--- src/rtl/vi_pkg.sv ---
// Shared integer-pipeline definitions: opcodes, function codes and widths
// used by the issue stage and its scoreboard.
package vi_pkg;

   localparam int XLEN       = 64;
   localparam int NREG       = 32;
   localparam int REG_ADDR_W = 5;
   localparam int CNT_W      = 32;

   localparam logic [6:0] OPC_REG = 7'b0110011;
   localparam logic [6:0] OPC_IMM = 7'b0010011;

   localparam logic [2:0] F3_ADD = 3'b000;
   localparam logic [2:0] F3_SUB = 3'b000;
   localparam logic [2:0] F3_SLL = 3'b001;
   localparam logic [6:0] F7_ADD = 7'b0000000;
   localparam logic [6:0] F7_SUB = 7'b0100000;
   localparam logic [6:0] F7_SLL = 7'b0000000;

   typedef enum logic [1:0] {
      OPK_REG = 2'd0,
      OPK_IMM = 2'd1,
      OPK_ILL = 2'd2
   } opk_e;

   function automatic opk_e decode_opk(input logic [6:0] opc);
      case (opc)
         OPC_REG: return OPK_REG;
         OPC_IMM: return OPK_IMM;
         default: return OPK_ILL;
      endcase
   endfunction

endpackage

--- src/rtl/int_scoreboard.sv ---
// Per-register busy bits for in-flight producers. x0 is never busy; a set and
// a clear of the same register in one cycle leaves it busy (newer producer wins).
module int_scoreboard #(
   parameter int NREG = 32,
   parameter int AW   = 5
) (
   input  logic          clk_i,
   input  logic          rsn_i,
   input  logic          flush_i,
   input  logic          set_en_i,
   input  logic [AW-1:0] set_addr_i,
   input  logic          clr_en_i,
   input  logic [AW-1:0] clr_addr_i,
   input  logic [AW-1:0] look_a_i,
   input  logic [AW-1:0] look_b_i,
   output logic          busy_a_o,
   output logic          busy_b_o
);

   logic [NREG-1:0] r_busy;
   logic [NREG-1:0] w_set_mask;
   logic [NREG-1:0] w_clr_mask;
   logic [NREG-1:0] w_busy_nxt;

   // Next busy vector: clear applied before set so the set dominates.
   always_comb begin
      w_set_mask = set_en_i ? (NREG'(1) << set_addr_i) : {NREG{1'b0}};
      w_clr_mask = clr_en_i ? (NREG'(1) << clr_addr_i) : {NREG{1'b0}};
      if (flush_i) begin
         w_busy_nxt = {NREG{1'b0}};
      end else begin
         w_busy_nxt = ((r_busy & ~w_clr_mask) | w_set_mask) & ~NREG'(1);
      end
   end

   // Busy register with synchronous reset.
   always_ff @(posedge clk_i) begin
      if (rsn_i) begin
         r_busy <= {NREG{1'b0}};
      end else begin
         r_busy <= w_busy_nxt;
      end
   end

   assign busy_a_o = r_busy[look_a_i];
   assign busy_b_o = r_busy[look_b_i];

endmodule

--- src/rtl/int_issue.sv ---
// Decode/issue stage in front of int_alu: operand read with writeback bypass,
// RAW hazard stall via scoreboard, registered operands and stall counter.
module int_issue #(
   parameter int XLEN  = 64,
   parameter int NREG  = 32,
   parameter int CNT_W = 32
) (
   input  logic             clk_i,
   input  logic             rsn_i,
   input  logic             dec_valid_i,
   input  logic [31:0]      dec_instr_i,
   output logic             dec_ready_o,
   output logic [4:0]       rf_raddr_a_o,
   output logic [4:0]       rf_raddr_b_o,
   input  logic [XLEN-1:0]  rf_rdata_a_i,
   input  logic [XLEN-1:0]  rf_rdata_b_i,
   input  logic             wb_valid_i,
   input  logic [4:0]       wb_addr_i,
   input  logic [XLEN-1:0]  wb_data_i,
   input  logic             flush_i,
   output logic             alu_valid_o,
   output logic [31:0]      alu_instr_o,
   output logic [XLEN-1:0]  alu_data_a_o,
   output logic [XLEN-1:0]  alu_data_b_o,
   output logic [4:0]       alu_rd_o,
   output logic             illegal_o,
   output logic [CNT_W-1:0] stall_cnt_o
);

   import vi_pkg::*;

   logic [4:0]      w_rs1;
   logic [4:0]      w_rs2;
   logic [4:0]      w_rd;
   opk_e            w_opk;
   logic            w_is_reg;
   logic            w_supp;
   logic            w_byp_a;
   logic            w_byp_b;
   logic            w_busy_a;
   logic            w_busy_b;
   logic            w_stall;
   logic            w_xfer;
   logic            w_issue;
   logic            w_ill;
   logic [XLEN-1:0] w_opnd_a;
   logic [XLEN-1:0] w_opnd_b;
   logic [XLEN-1:0] w_data_b;

   logic             r_valid;
   logic [31:0]      r_instr;
   logic [XLEN-1:0]  r_data_a;
   logic [XLEN-1:0]  r_data_b;
   logic [4:0]       r_rd;
   logic             r_ill;
   logic [CNT_W-1:0] r_stall_cnt;

   assign w_rs1    = dec_instr_i[19:15];
   assign w_rs2    = dec_instr_i[24:20];
   assign w_rd     = dec_instr_i[11:7];
   assign w_opk    = decode_opk(dec_instr_i[6:0]);
   assign w_is_reg = (w_opk == OPK_REG);
   assign w_supp   = (w_opk != OPK_ILL);

   // Operand selection, immediate extension and hazard/handshake decisions.
   always_comb begin
      w_byp_a = wb_valid_i && (wb_addr_i == w_rs1) && (w_rs1 != 5'd0);
      w_byp_b = wb_valid_i && (wb_addr_i == w_rs2) && (w_rs2 != 5'd0);
      if (w_rs1 == 5'd0) begin
         w_opnd_a = {XLEN{1'b0}};
      end else if (w_byp_a) begin
         w_opnd_a = wb_data_i;
      end else begin
         w_opnd_a = rf_rdata_a_i;
      end
      if (w_rs2 == 5'd0) begin
         w_opnd_b = {XLEN{1'b0}};
      end else if (w_byp_b) begin
         w_opnd_b = wb_data_i;
      end else begin
         w_opnd_b = rf_rdata_b_i;
      end
      if (w_is_reg) begin
         w_data_b = w_opnd_b;
      end else begin
         w_data_b = {{(XLEN-12){dec_instr_i[31]}}, dec_instr_i[31:20]};
      end
      // Illegal opcodes skip the hazard check; flush forces ready high.
      w_stall = dec_valid_i && w_supp && !flush_i &&
                ((w_busy_a && !w_byp_a) || (w_is_reg && w_busy_b && !w_byp_b));
      w_xfer  = dec_valid_i && !w_stall && !flush_i;
      w_issue = w_xfer && w_supp;
      w_ill   = w_xfer && !w_supp;
   end

   int_scoreboard #(
      .NREG (NREG),
      .AW   (5)
   ) u_sb (
      .clk_i      (clk_i),
      .rsn_i      (rsn_i),
      .flush_i    (flush_i),
      .set_en_i   (w_issue),
      .set_addr_i (w_rd),
      .clr_en_i   (wb_valid_i),
      .clr_addr_i (wb_addr_i),
      .look_a_i   (w_rs1),
      .look_b_i   (w_rs2),
      .busy_a_o   (w_busy_a),
      .busy_b_o   (w_busy_b)
   );

   // ALU-side output register and saturating stall counter.
   always_ff @(posedge clk_i) begin
      if (rsn_i) begin
         r_valid     <= 1'b0;
         r_instr     <= 32'd0;
         r_data_a    <= {XLEN{1'b0}};
         r_data_b    <= {XLEN{1'b0}};
         r_rd        <= 5'd0;
         r_ill       <= 1'b0;
         r_stall_cnt <= {CNT_W{1'b0}};
      end else begin
         r_valid <= w_issue;
         r_ill   <= w_ill;
         if (w_issue) begin
            r_instr  <= dec_instr_i;
            r_data_a <= w_opnd_a;
            r_data_b <= w_data_b;
            r_rd     <= w_rd;
         end
         if (w_stall && (r_stall_cnt != {CNT_W{1'b1}})) begin
            r_stall_cnt <= r_stall_cnt + CNT_W'(1);
         end
      end
   end

   assign dec_ready_o  = !w_stall;
   assign rf_raddr_a_o = w_rs1;
   assign rf_raddr_b_o = w_rs2;
   assign alu_valid_o  = r_valid;
   assign alu_instr_o  = r_instr;
   assign alu_data_a_o = r_data_a;
   assign alu_data_b_o = r_data_b;
   assign alu_rd_o     = r_rd;
   assign illegal_o    = r_ill;
   assign stall_cnt_o  = r_stall_cnt;

endmodule
--- config.mk ---
export PLATFORM = sky130hd
export DESIGN_NAME = int_issue
export DESIGN_NICKNAME = d
export VERILOG_FILES = /design/src/rtl/vi_pkg.sv /design/src/rtl/int_scoreboard.sv /design/src/rtl/int_issue.sv
export SDC_FILE = /design/constraint.sdc
export NUM_CORES = 1
export LEC_CHECK = 0
export ABC_AREA = 1
export CORE_AREA = 2 2 174 176
export DETAILED_ROUTE_END_ITERATION = 6
export DIE_AREA = 0 0 176 178
export GPL_TIMING_DRIVEN = 0
export PLACE_DENSITY = 0.76
export RECOVER_POWER = 50
export SLEW_MARGIN = 20
export SYNTH_ARGS = -nofsm -noshare
export SYNTH_HDL_FRONTEND = slang
export SYNTH_SLANG_ARGS = --single-unit
--- constraint.sdc ---
create_clock -name clk_i -period 3.9 [get_ports clk_i]
set_input_delay 0.975 -clock clk_i [delete_from_list [all_inputs] [get_ports clk_i]]
set_output_delay 0.975 -clock clk_i [all_outputs]
set_load 0.03 [all_outputs]
==> Yosys cells after proc, flatten, opt, wreduce, memory -nomap -nowiden <==
Cells that the tools add are included.
{ "op_classes": {"add_sub_neg": 1, "order_cmp": 2, "n_eq_ne": 6, "shifts": 2, "n_mux": 12, "bitwise": 3, "n_reduce_logical": 27} }
{ "ops": {"columns": ["cell", "count"], "rows": [
  ["2-to-1 mux 64 bit", 5],
  ["2-to-1 mux 32 bit", 2],
  ["left shift 1 x 5 -> 32 bit (first input constant)", 2],
  ["adder 32 x 1 -> 32 bit (second input constant)", 1],
  ["AND 32 bit", 1],
  ["!= test 32 bit (second input constant)", 1],
  ["NOT 32 bit", 1],
  ["bitwise OR 32 bit", 1],
  ["logical AND 1 bit", 15],
  ["< comparator 5 x 6 -> 1 bit (second input constant)", 2],
  ["binary-select mux 1 bit (select 5 bit)", 2],
  ["== test 5 bit", 2],
  ["logical NOT 5 bit", 2],
  ["nonzero test 5 bit", 2],
  ["== test 7 x 5 -> 1 bit (second input constant)", 1],
  ["== test 7 x 6 -> 1 bit (second input constant)", 1],
  ["logical NOT 1 bit", 5],
  ["case mux 2 bit (2 select lines)", 1],
  ["logical NOT 2 bit", 1],
  ["2-to-1 mux 1 bit", 2],
  ["!= test 2 bit (second input constant)", 1],
  ["OR reduction 2 bit", 1],
  ["logical OR 1 bit", 1]
]} }
{ "totals": {"ff_bits": 231, "wordCells": 62} }

==> Depth between registers and ports, before layout <==
Gate-level depths: netlist of run 1.
{ "depth": {"word_depth": 13, "mapped_depth": 18, "mapped_depth_nobuf": 15} }

==> By module <==
From an unflattened synthesis of run 1, not the netlist that was laid out.
{ "hier_totals": {"cells_unflattened": 2078, "hier_area_um2": 12842.3} }
{ "by_module_without_submodules": {"columns": ["mod", "instances", "cells_each", "area_each_um2", "seq_area_each_um2"], "rows": [
  ["int_issue", 1, 1727, 10740.3, 3883.7],
  ["int_scoreboard", 1, 351, 2102.0, 620.6]
]} }

==> Worst setup path after synthesis of run 1 <==
Ideal clock, no wire load.
{ "synth_timing": {"path_type": "input port to output port", "startpoint": "in dec_instr_i[15]", "endpoint": "out dec_ready_o", "t_arrival_ps": 2358, "required_ps": 2925, "path_slack_ps": 567, "stages": 10, "path_buffers": 3, "cell_sequence": "buf_4 > inv_4 > buf_6 > o22ai_1 > nor2_1 > nand3_2 > nand3_2 > nand2_1 > buf_2 > nand2_1"} }
{ "synth_via": {"elab_chain_cells": 8, "elab_cells_between_ends": 11} }
{ "synth_rtl": {"columns": ["item", "line_no", "rtl"], "rows": [
  ["start, declared", "int_issue.sv:11", "input logic [31:0] dec_instr_i,"],
  ["branches (longest 4 deep; another with binary-select mux 1 bit (select 5 bit))", null, null],
  ["logical AND 1 bit (*)", "int_issue.sv:90", "((w_busy_a && !w_byp_a) || (w_is_reg && w_busy_b && !w_byp_b));"],
  ["logical OR 1 bit (*)", "int_issue.sv:90", null],
  ["logical AND 1 bit (*)", "int_issue.sv:89", "w_stall = dec_valid_i && w_supp && !flush_i &&"],
  ["logical NOT 1 bit (*)", "int_issue.sv:138", "assign dec_ready_o = !w_stall;"],
  ["end, declared", "int_issue.sv:12", "output logic dec_ready_o,"]
]} }
Mark *: on every way between the ends. The select of a mux whose other input is x is not followed.

==> Worst setup path after layout of run 1 <==
{ "layout_timing": {"startpoint": "in dec_instr_i[19]", "endpoint": "out dec_ready_o"} }
Same word-level chain as after synthesis.

==> results of run 1 <==
==> metal layers <==
layer	up-vias	wire, µm	global-route usage, %
li1	7305	-	-
met1	7168	23740	47.64
met2	849	27080	59.56
met3	152	5314	6.223
met4	2	2929	15.87
met5	-	11	0
==> flip-flops by register name, summed over array words and instances (netlist names) <==
| name | count |
|---|---|
| alu_instr_o | 32 |
| stall_cnt_o | 32 |
| alu_data_b_o | 64 |
| alu_valid_o | 1 |
| u_sb.r_busy | 31 |
| alu_data_a_o | 64 |
| illegal_o | 1 |
==> area by class of cell <==
cell class | count | area (µm²) | area share [%]
tap | 390 | 488.0 | 2.685
clock inverter | 9 | 108.9 | 0.5989
sequential | 225 | 4504 | 24.78
timing repair buffer | 444 | 4438 | 24.42
inverter | 163 | 624.3 | 3.435
buffer | 145 | 742.0 | 4.082
antenna | 11 | 27.53 | 0.1515
multi-input combinational | 1431 | 6436 | 35.41
clock buffer | 38 | 805.8 | 4.433
==> synthesized netlist by cell type (all sizes together) <==
master  number
o21a         3
dfxtp      225
ha           1
nand3b       3
xnor2        9
clkbuf      75
nor2       374
or2          3
xor2        17
nor3b        1
nand3      104
nand2      398
nor3        26
o21ai      283
nor4         5
clkinv       1
o22ai        2
inv        162
a21oi      155
nand4       47
buf         73
==> critical path, cell delays in order <==
cell and delay (ns):
clkdlybuf4s50_1 0.61, inv_1 0.12, nand4_1 0.21, inv_4 0.05, nor2_1 0.18, nand3_4 0.10
nand3_2 0.15, nand2_4 0.08, nand2_1 0.09, buf_2 0.22
==> where the power goes <==
group	leakage [nW]	switching [mW]	internal (mW)
logic	5.47	0.372	0.321
registers	1.81	0.00275	2.30
clock network	0.456	1.05	1.56
total	7.74	1.42	4.18
==> repair_timing <==
action                                 4_1_cts  5_1_grt
buffers inserted                             7        0
endpoints found under the hold margin        0        0
pin swaps                                    3        2
resized for setup                           17       11
setup endpoints to repair                    1        1
==> worst max-delay path by stage <==
stage	endpoint	startpoint	slack, ns
3_3_place_gp	dec_ready_o	dec_instr_i[17]	-1.28
3_5_place_dp	dec_ready_o	dec_instr_i[17]	-1.38
5_1_grt	dec_ready_o	dec_instr_i[19]	0.04
4_1_cts	dec_ready_o	dec_instr_i[21]	0.04
6_report	dec_ready_o	dec_instr_i[19]	0.12
2_1_floorplan	dec_ready_o	dec_instr_i[15]	0.57
==> kinds of logic (layout without fill, tap and decap cells) <==
group,count (synthesis),in the layout,synth area share (%)
flip-flops,225,225,36.63
buffers and inverters,311,799,11.09
other,0,11,0
AO/OA/AOI/OAI,443,443,18.11
XOR/XNOR,26,26,1.852
adder cells (fa/ha/maj),1,1,0.1017
AND/OR/NAND/NOR,961,961,32.22
==> per-stage QoR <==
stage	instances	TNS [ns]	setup slack [ns]
after global placement	2794	-35.26	-1.276
final	2856	0	0.1236
after global routing	2852	0	0.03714
after CTS	2845	0	0.04317
after detailed placement	2794	-58.61	-1.384
after floorplan	1967	0	0.5668
==> reports/results.ini, run 1 <==
[run_status]
status = finished clean

[clock_network]
clkSinkCount = 225
cts.clk_slew.worst_paths_ns = 0.06
cts-hold-fix-buffers = 0
insertion_delay_ns = 0.55
cts_tree = done
cts_buffer_depth = 3
cts_made_buffers = 26
cts-root-buf = clkbuf_16
htree_levels = 1

[timing]
setup_violations = 0
clock_skew_ns = 0.009234
maxSlewHeadroom_pct = 40.93
worst_slew_pin_slew_ns = 0.8779
min_period_ns = 3.776
final_max_slew_viol_count = 0
whs_ns = 0.4363
rsz0062_at_grt = no
fmax_ghz = 0.2648
hold_viol_final = 0
fin_crit_sh_pct = 96.83

[floorplan]
rows = 63
core_um2 = 29400
die-area_um2 = 31330
die_h_um = 178
io_pins = 444
die_w_um = 176
initial_core_util_pct = 41.83

[hold_path]
hold_path.class = flop to flop
min_from = alu_data_a_o[16]
whs_path_depth = 2
min_to = alu_data_a_o[16]

[synth]
netlist_instances = 1967
syn_avg_cell_area_um2 = 6.252
synth-seq-cells = 225
synth_nets = 2202
synthTopCellsByArea = dfxtp_1 (37%), nand2_1 (12%), o21ai_0 (11%)
synth_top_cell_area_share_pct = 36.63
syn_area_um2 = 12300
synth_cell_type_count = 30
synth_top_area_cell = dfxtp_1
seq_area_frac_synth_pct = 36.63
yosysWarnings = 0

[place]
portBuffers = 437
placed_area_um2 = 17160
dp_hpwl_mm = 46.80
gp_congestion = 1.007

[detailed_routing]
ant_nets = 0
routedWlPerCell_um = 20.68
vias = 15480
viasPerCell = 5.419
dr.pass1.iters = 6
routed_wl_mm = 59.08
drc = 0
first_iter_violations = 1475

[worst_setup_path]
ff2ff_path_depth = 11
crit_fanout = 5
crit_required_ns = 2.92
crit_type = input pin to output pin
reg2reg_slack_ns = 1.22
crit_path_start_kind = input pin
rr_startpoint = u_sb.r_busy[2]
r2r_end = alu_data_a_o[62]
end_kind = output pin
worst-endpoint-arrival_ns = 2.80

[cells_and_area]
fin_util_pct = 61.82
final_common_cell = nand2_1
area_growth_pct = 47.79
final_cell_mix = nand2_1 (396), nor2_1 (373), o21ai_0 (280)
postLayoutCellArea_um2 = 18170
drive_gt1_share_pct = 5.458
fin_nets = 2671
fillCellCount = 2872

[power]
leakage_nw = 7.739
ir_drop_mv = 0.2864
powerDensity_nw_per_um2 = 308.5
power_mw = 5.606

[job]
maxCapViolCount = 0

[global_route]
grt_pass1_wl_mm = 86.83
grt_max_degree = 19
grt_use_total_pct = 36.49
antenna_found_initial = 11
grt_pass1_vias = 14280
grt-ovfl-total = 0

Note: power is estimated with default switching activity, not from simulation.
==> run 2, diff against run 1 <==
--- a/config.mk
+++ b/config.mk
@@ -6,13 +6,14 @@
 export NUM_CORES = 1
 export LEC_CHECK = 0
 export ABC_AREA = 1
-export CORE_AREA = 2 2 174 176
+export CORE_MARGIN = 2
+export CORE_UTILIZATION = 45
 export DETAILED_ROUTE_END_ITERATION = 6
-export DIE_AREA = 0 0 176 178
 export GPL_TIMING_DRIVEN = 0
-export PLACE_DENSITY = 0.76
+export PLACE_DENSITY = 0.8
 export RECOVER_POWER = 50
 export SLEW_MARGIN = 20
 export SYNTH_ARGS = -nofsm -noshare
 export SYNTH_HDL_FRONTEND = slang
+export SYNTH_HIERARCHICAL = 1
 export SYNTH_SLANG_ARGS = --single-unit
==> run 2 against run 1 <==
  * Sequential share of layout area shrank 0.55 points
  * Register-to-register slack lost 0.60 ns
  * Power shrank 3.4%
  * Design area grew 2.3%
  * Final cell count grew 3.6%
  * Flip-flop and latch count is the same
  * Count of clock-buffer cells in the layout is the same
  * Combinational power grew 2%
  * Clock skew grew 0.0017 ns
  * Die area shrank 4.5%
  * Synthesized cell count grew 5.6%
  * Largest power group unchanged
==> reports/results.ini, run 2 <==
[synth]
netlist_instances = 2078
synth_top_area_cell = dfxtp_1
synth_cell_type_count = 34
syn_avg_cell_area_um2 = 6.180
syn_area_um2 = 12840
synth_edf_count = 0
yosysMostFrequentCell = nand2_1
synth_top_cell_area_share_pct = 35.07
synth_commonest_cells = nand2_1 (659), dfxtp_1 (225), o21ai_0 (214)
synth_nets = 2313
synthTopCellsByArea = dfxtp_1 (35%), nand2_1 (19%), o21ai_0 (8.3%)
synth-seq-cells = 225
ys.flop_type = dfxtp_1
yosysWarnings = 6
seq_area_frac_synth_pct = 35.07
async_flop_share_pct = 0

[cells_and_area]
final_cell_mix = nand2_1 (658), clkdlybuf4s50_1 (230), dfxtp_1 (225)
fin_util_pct = 66.55
fillCellCount = 2601
final_common_cell = nand2_1
area_growth_pct = 44.75
fin_nets = 2785
drive_gt1_share_pct = 4.947
final_cells = 2960

[global_route]
grt-ovfl-total = 0
grt_pass1_vias = 14990
grt_max_degree = 14
grt_use_total_pct = 37.07
grt_pass1_wl_mm = 86.93
antenna_found_initial = 19

[worst_setup_path]
crit_fanout = 10
worst-endpoint-arrival_ns = 2.88
cpMostUsedCell = nand2_1
crit_type = input pin to output pin
max_stage_delay_ns = 0.18
cp_slowest_cell = clkbuf_4
crit_chain = clkbuf_4 -> buf_6 -> inv_6 -> buf_8 -> nand2_1 -> nand3_1 -> nand3_1 -> nand2_1 -> nand2_1 -> nand2_1 -> nand2_1 -> nand2_1 -> inv_1 -> nor2_2 -> nand2_2 -> nand2_4 -> buf_8 -> nand2_1 -> buf_6
crit_path_start_kind = input pin
end_kind = output pin
crit_required_ns = 2.92

[power]
ir_drop_mv = 0.3017
powerDensity_nw_per_um2 = 291.3
leakage_nw = 8.591

[timing]
clock_skew_ns = 0.01097
hold_viol_final = 0
worst_slew_pin_slew_ns = 0.9398
final_max_slew_viol_count = 0
rsz0062_at_grt = yes
maxSlewHeadroom_pct = 37.11
setup_violations = 0
min_period_ns = 3.854
fmax_ghz = 0.2595
fin_crit_sh_pct = 98.83

[clock_network]
insertion_delay_ns = 0.54
cts-root-buf = clkbuf_16
cts.clk_slew.worst_paths_ns = 0.06
cts_tree = done
cts_buffer_depth = 3
clkSinkCount = 225
htree_levels = 1
cts_made_buffers = 27

[floorplan]
die-area_um2 = 29910
core_um2 = 27930
rows = 61
initial_core_util_pct = 45.97
die_w_um = 172.9
die_h_um = 172.9
io_pins = 444

[place]
gp_congestion = 1.008
portBuffers = 443
dp_hpwl_mm = 45.27
dp_cells = 2899

[detailed_routing]
routed_wl_mm = 58.17
first_iter_violations = 1316
vias = 16080
ant_nets = 0
routedWlPerCell_um = 19.65
drc = 0
dr.pass1.iters = 5
viasPerCell = 5.431

[hold_path]
hold_path.class = flop to flop

[run_status]
status = finished clean

[job]
maxCapViolCount = 0

==> run 2: cell types whose count changed in the layout (fill, tap and decap cells not counted), moves of 8 or more <==
cell      delta
o21ai_0     -66
nor2_1     -168
o211ai_1    +53
nand3b_1    +23
nand3_1      -9
nand2_1    +262
inv_1       +42
clkbuf_1    +15
o21ai_1      +8
buf_4       -12
nor3_1      -22
==> run 2: layout make-up <==
cell class	count	area (µm²)	area share (%)
sequential	225	4504	24.23
buffer	155	774.5	4.166
clock buffer	38	767.0	4.126
antenna	15	37.54	0.2019
clock inverter	8	46.29	0.2490
tap	378	473.0	2.544
multi-input combinational	1493	6785	36.50
timing repair buffer	444	4425	23.81
inverter	204	775.7	4.173
==> run 2: path summary, 6_finish.rpt <==
| path | startpoint | endpoint | slack (ns) | cells after the start |
|---|---|---|---|---|
| worst max-delay path | dec_instr_i[20] | dec_ready_o | 0.05 | 19 |
| worst min-delay path | alu_instr_o[2] | alu_instr_o[2] | 0.46 | 2 |
| worst max register to register | stall_cnt_o[0] | stall_cnt_o[23] | 0.62 | 10 |
| worst min register to register | alu_instr_o[2] | alu_instr_o[2] | 0.46 | 2 |
==> run 2: power by group <==
group	total (mW)	internal [mW]	switching, mW
combinational	0.709	0.333	0.376
clock	2.40	1.36	1.04
sequential	2.31	2.30	0.00357
total	5.41	4.00	1.42
==> run 2: logic make-up after synthesis <==
family | count (synthesis) | synth area share [%]
AND/OR/NAND/NOR | 1043 | 33.78
AO/OA/AOI/OAI | 434 | 18.00
buffers and inverters | 360 | 12.02
flip-flops | 225 | 35.07
XOR/XNOR | 15 | 1.023
adder cells (fa/ha/maj) | 1 | 0.09741
==> run 2: metrics by stage <==
step	power (mW)	hold slack (ns)	worst slack [ns]	instance area (µm²)	TNS [ns]
2_1_floorplan	2.653	0.4496	0.4046	12840	0
3_3_place_gp	3.050	0.4364	-1.370	17750	-39.11
3_5_place_dp	3.052	0.4448	-1.392	17750	-45.14
4_1_cts	5.409	0.4666	0.009298	18560	0
5_1_grt	5.553	0.4791	-0.09790	18580	-0.09790
6_report	5.414	0.4649	0.04573	18590	0
==> run 2: worst max-delay path: cells and delay by family <==
family	cells	cell delay, ns
buf+inv	7	0.92
simple gates	12	0.98
==> run 2: routing by layer <==
metal / up-vias / share of wire (%) / GRT usage (%)
met1: 7457 / 39 / 45.16
li1: 7613 / - / -
met3: 161 / 9.9 / 10.22
met4: 8 / 4.9 / 16.17
met5: - / 0.095 / 0
met2: 836 / 46 / 61.28
==> run 2: what timing repair did <==
item | CTS | global route
pin swaps | 1 | 2
resized for setup | 28 | 8
setup buffers | 1 | 0
setup endpoints to repair | 21 | 21
hold buffers | 0 | 0
cloned | 0 | 0
==> run 3, diff against run 2 <==
==> constraint.sdc (replaced) <==
create_clock -name clk_i -period 4.4 [get_ports clk_i]
set_input_delay 1.1 -clock clk_i [delete_from_list [all_inputs] [get_ports clk_i]]
set_output_delay 1.1 -clock clk_i [all_outputs]
set_load 0.03 [all_outputs]
==> run 3 against run 2 <==
  * Worst hold slack hardly changed
  * Power is 11% lower
  * Clock power shrank 12%
  * Clock skew grew 0.0040 ns
  * Global-route usage fell by 0.056 points
  * Non-clock buffer count shrank 1
  * Utilization barely moved
  * Final cell count about the same
  * Die area unchanged
  * Sequential share of layout area hardly changed
  * Combinational power is 12% lower
  * Sequential power fell by 11%
  * Critical path type unchanged
  * Largest power group unchanged
==> reports/results.ini, run 3 (synthesized netlist as in run 2, its figures left out) <==
[timing]
fmax_ghz = 0.2397
min_period_ns = 4.172
fin_crit_sh_pct = 94.81
rsz0062_at_grt = no
setup_violations = 0
whs_ns = 0.4647
clock_skew_ns = 0.01495
maxSlewHeadroom_pct = 37.89
hold_viol_final = 0
worst_slew_pin_slew_ns = 0.9283
final_max_slew_viol_count = 0

[clock_network]
cts.clk_slew.worst_paths_ns = 0.06
htree_levels = 1
cts_made_buffers = 27
insertion_delay_ns = 0.55
clkSinkCount = 225
cts-root-buf = clkbuf_16
cts_buffer_depth = 3
cts-hold-fix-buffers = 0
cts_tree = done

[place]
gp_congestion = 1.008
portBuffers = 443
placed_area_um2 = 17750
dp_cells = 2899
dp_hpwl_mm = 45.27

[global_route]
grt_use_total_pct = 37.01
use_met3_pct = 10.09
met1_usage_pct = 45.15
grt_pass1_wl_mm = 86.80
grt_max_degree = 16
antenna_found_initial = 19
grt_use_met2_pct = 61.07
grt-busiest-layer = met2
grt-ovfl-total = 0
grt_pass1_vias = 15000

[floorplan]
die_h_um = 172.9
initial_core_util_pct = 45.97
die_w_um = 172.9
io_pins = 444
core_um2 = 27930
die-area_um2 = 29910
rows = 61

[power]
comb_power_share_pct = 13.0
internal_power_mw = 3.540
p_sw_share_pct = 26.16
pwr-share-seq_pct = 42.7
power_mw = 4.795
p_switching_mw = 1.254
pwr-share-clk_pct = 44.3
powerDensity_nw_per_um2 = 258.0
leakage_nw = 8.613
ir_drop_mv = 0.2790

[cells_and_area]
final_cell_mix = nand2_1 (660), clkdlybuf4s50_1 (232), dfxtp_1 (225)
area_growth_pct = 44.68
multiInputGateArea_um2 = 6782
seqCellArea_um2 = 4504
fillCellCount = 2603
postLayoutCellArea_um2 = 18580
drive_gt1_share_pct = 4.793
fin_nets = 2784
final_cells = 2959
final_common_cell = nand2_1

[worst_setup_path]
end_kind = output pin
crit_fanout = 10
r2r_end = stall_cnt_o[23]
rr_startpoint = stall_cnt_o[0]
reg2reg_slack_ns = 1.34
crit_type = input pin to output pin
ff2ff_path_depth = 10
crit_required_ns = 3.30
crit_path_start_kind = input pin
worst-endpoint-arrival_ns = 3.07

[detailed_routing]
vias = 15970
viasPerCell = 5.396
routedWlPerCell_um = 19.60
ant_nets = 0
routed_wl_mm = 58.00
dr.pass1.iters = 5
drc = 0
first_iter_violations = 1318

[hold_path]
hold_path.class = flop to flop
whs_path_depth = 2
min_from = alu_instr_o[29]
min_to = alu_instr_o[29]

[run_status]
status = finished clean

[job]
maxCapViolCount = 0

-- run 3: worst max-delay path by stage --
stage | depth (start not counted) | slack (ns) | to | startpoint
after global placement | 19 | -1.12 | dec_ready_o | dec_instr_i[20]
after floorplan | 17 | 0.65 | dec_ready_o | dec_instr_i[20]
after global routing | 12 | 0.05 | dec_ready_o | wb_addr_i[1]
after CTS | 15 | 0.07 | dec_ready_o | dec_instr_i[15]
after detailed placement | 19 | -1.14 | dec_ready_o | dec_instr_i[20]
final | 12 | 0.23 | dec_ready_o | wb_addr_i[1]
-- run 3: power by group through the flow --
stage / logic [mW] / registers [mW] / clock network [mW]
after floorplan: 0.250 / 2.10 / 0
after global placement: 0.612 / 2.09 / 0
after detailed placement: 0.615 / 2.09 / 0
after CTS: 0.619 / 2.05 / 2.13
after global routing: 0.673 / 2.05 / 2.20
final: 0.625 / 2.05 / 2.12
-- run 3: layout make-up --
| class | instances | area share, % |
|---|---|---|
| diodes | 15 | 0.2020 |
| flip-flops and latches | 225 | 24.24 |
| well taps | 378 | 2.545 |
| repair buffers | 444 | 23.91 |
| clock buffers | 38 | 4.128 |
| inverters | 204 | 4.175 |
| multi-input cells | 1493 | 36.50 |
| clock inverters | 8 | 0.2492 |
| plain buffers | 154 | 4.047 |
-- run 3: per-stage QoR --
stage / setup slack, ns / setup TNS, ns / util [%]
final: 0.2284 / 0 / 66.51
after global routing: 0.05209 / 0 / 66.49
after CTS: 0.06659 / 0 / 66.47
after detailed placement: -1.142 / -9.861 / 63.54
after global placement: -1.120 / -9.104 / 63.54
after floorplan: 0.6546 / 0 / -
-- run 3: worst max-delay path, stage by stage --
cell and delay (ns):
dlygate4sd3_1 0.78, inv_1 0.11, nand2_1 0.07, nand2_1 0.06, inv_2 0.04, nand2_1 0.07, nor2_4 0.16, nand2_4 0.16
nand2_1 0.16, nand2_4 0.09, nand2_1 0.06, buf_2 0.19
-- run 3: per-layer routing --
layer	wire (µm)	share of wire, %	vias to the layer above
met5	57	0.098	-
met4	2933	5.1	8
met3	5747	9.9	165
met1	22450	39	7385
met2	26820	46	792
li1	-	-	7617
-- run 3: what timing repair did --
action,CTS,global route
pin swaps,1,0
setup buffers,1,0
gates resized for setup,8,8
endpoints found under the setup margin,1,17
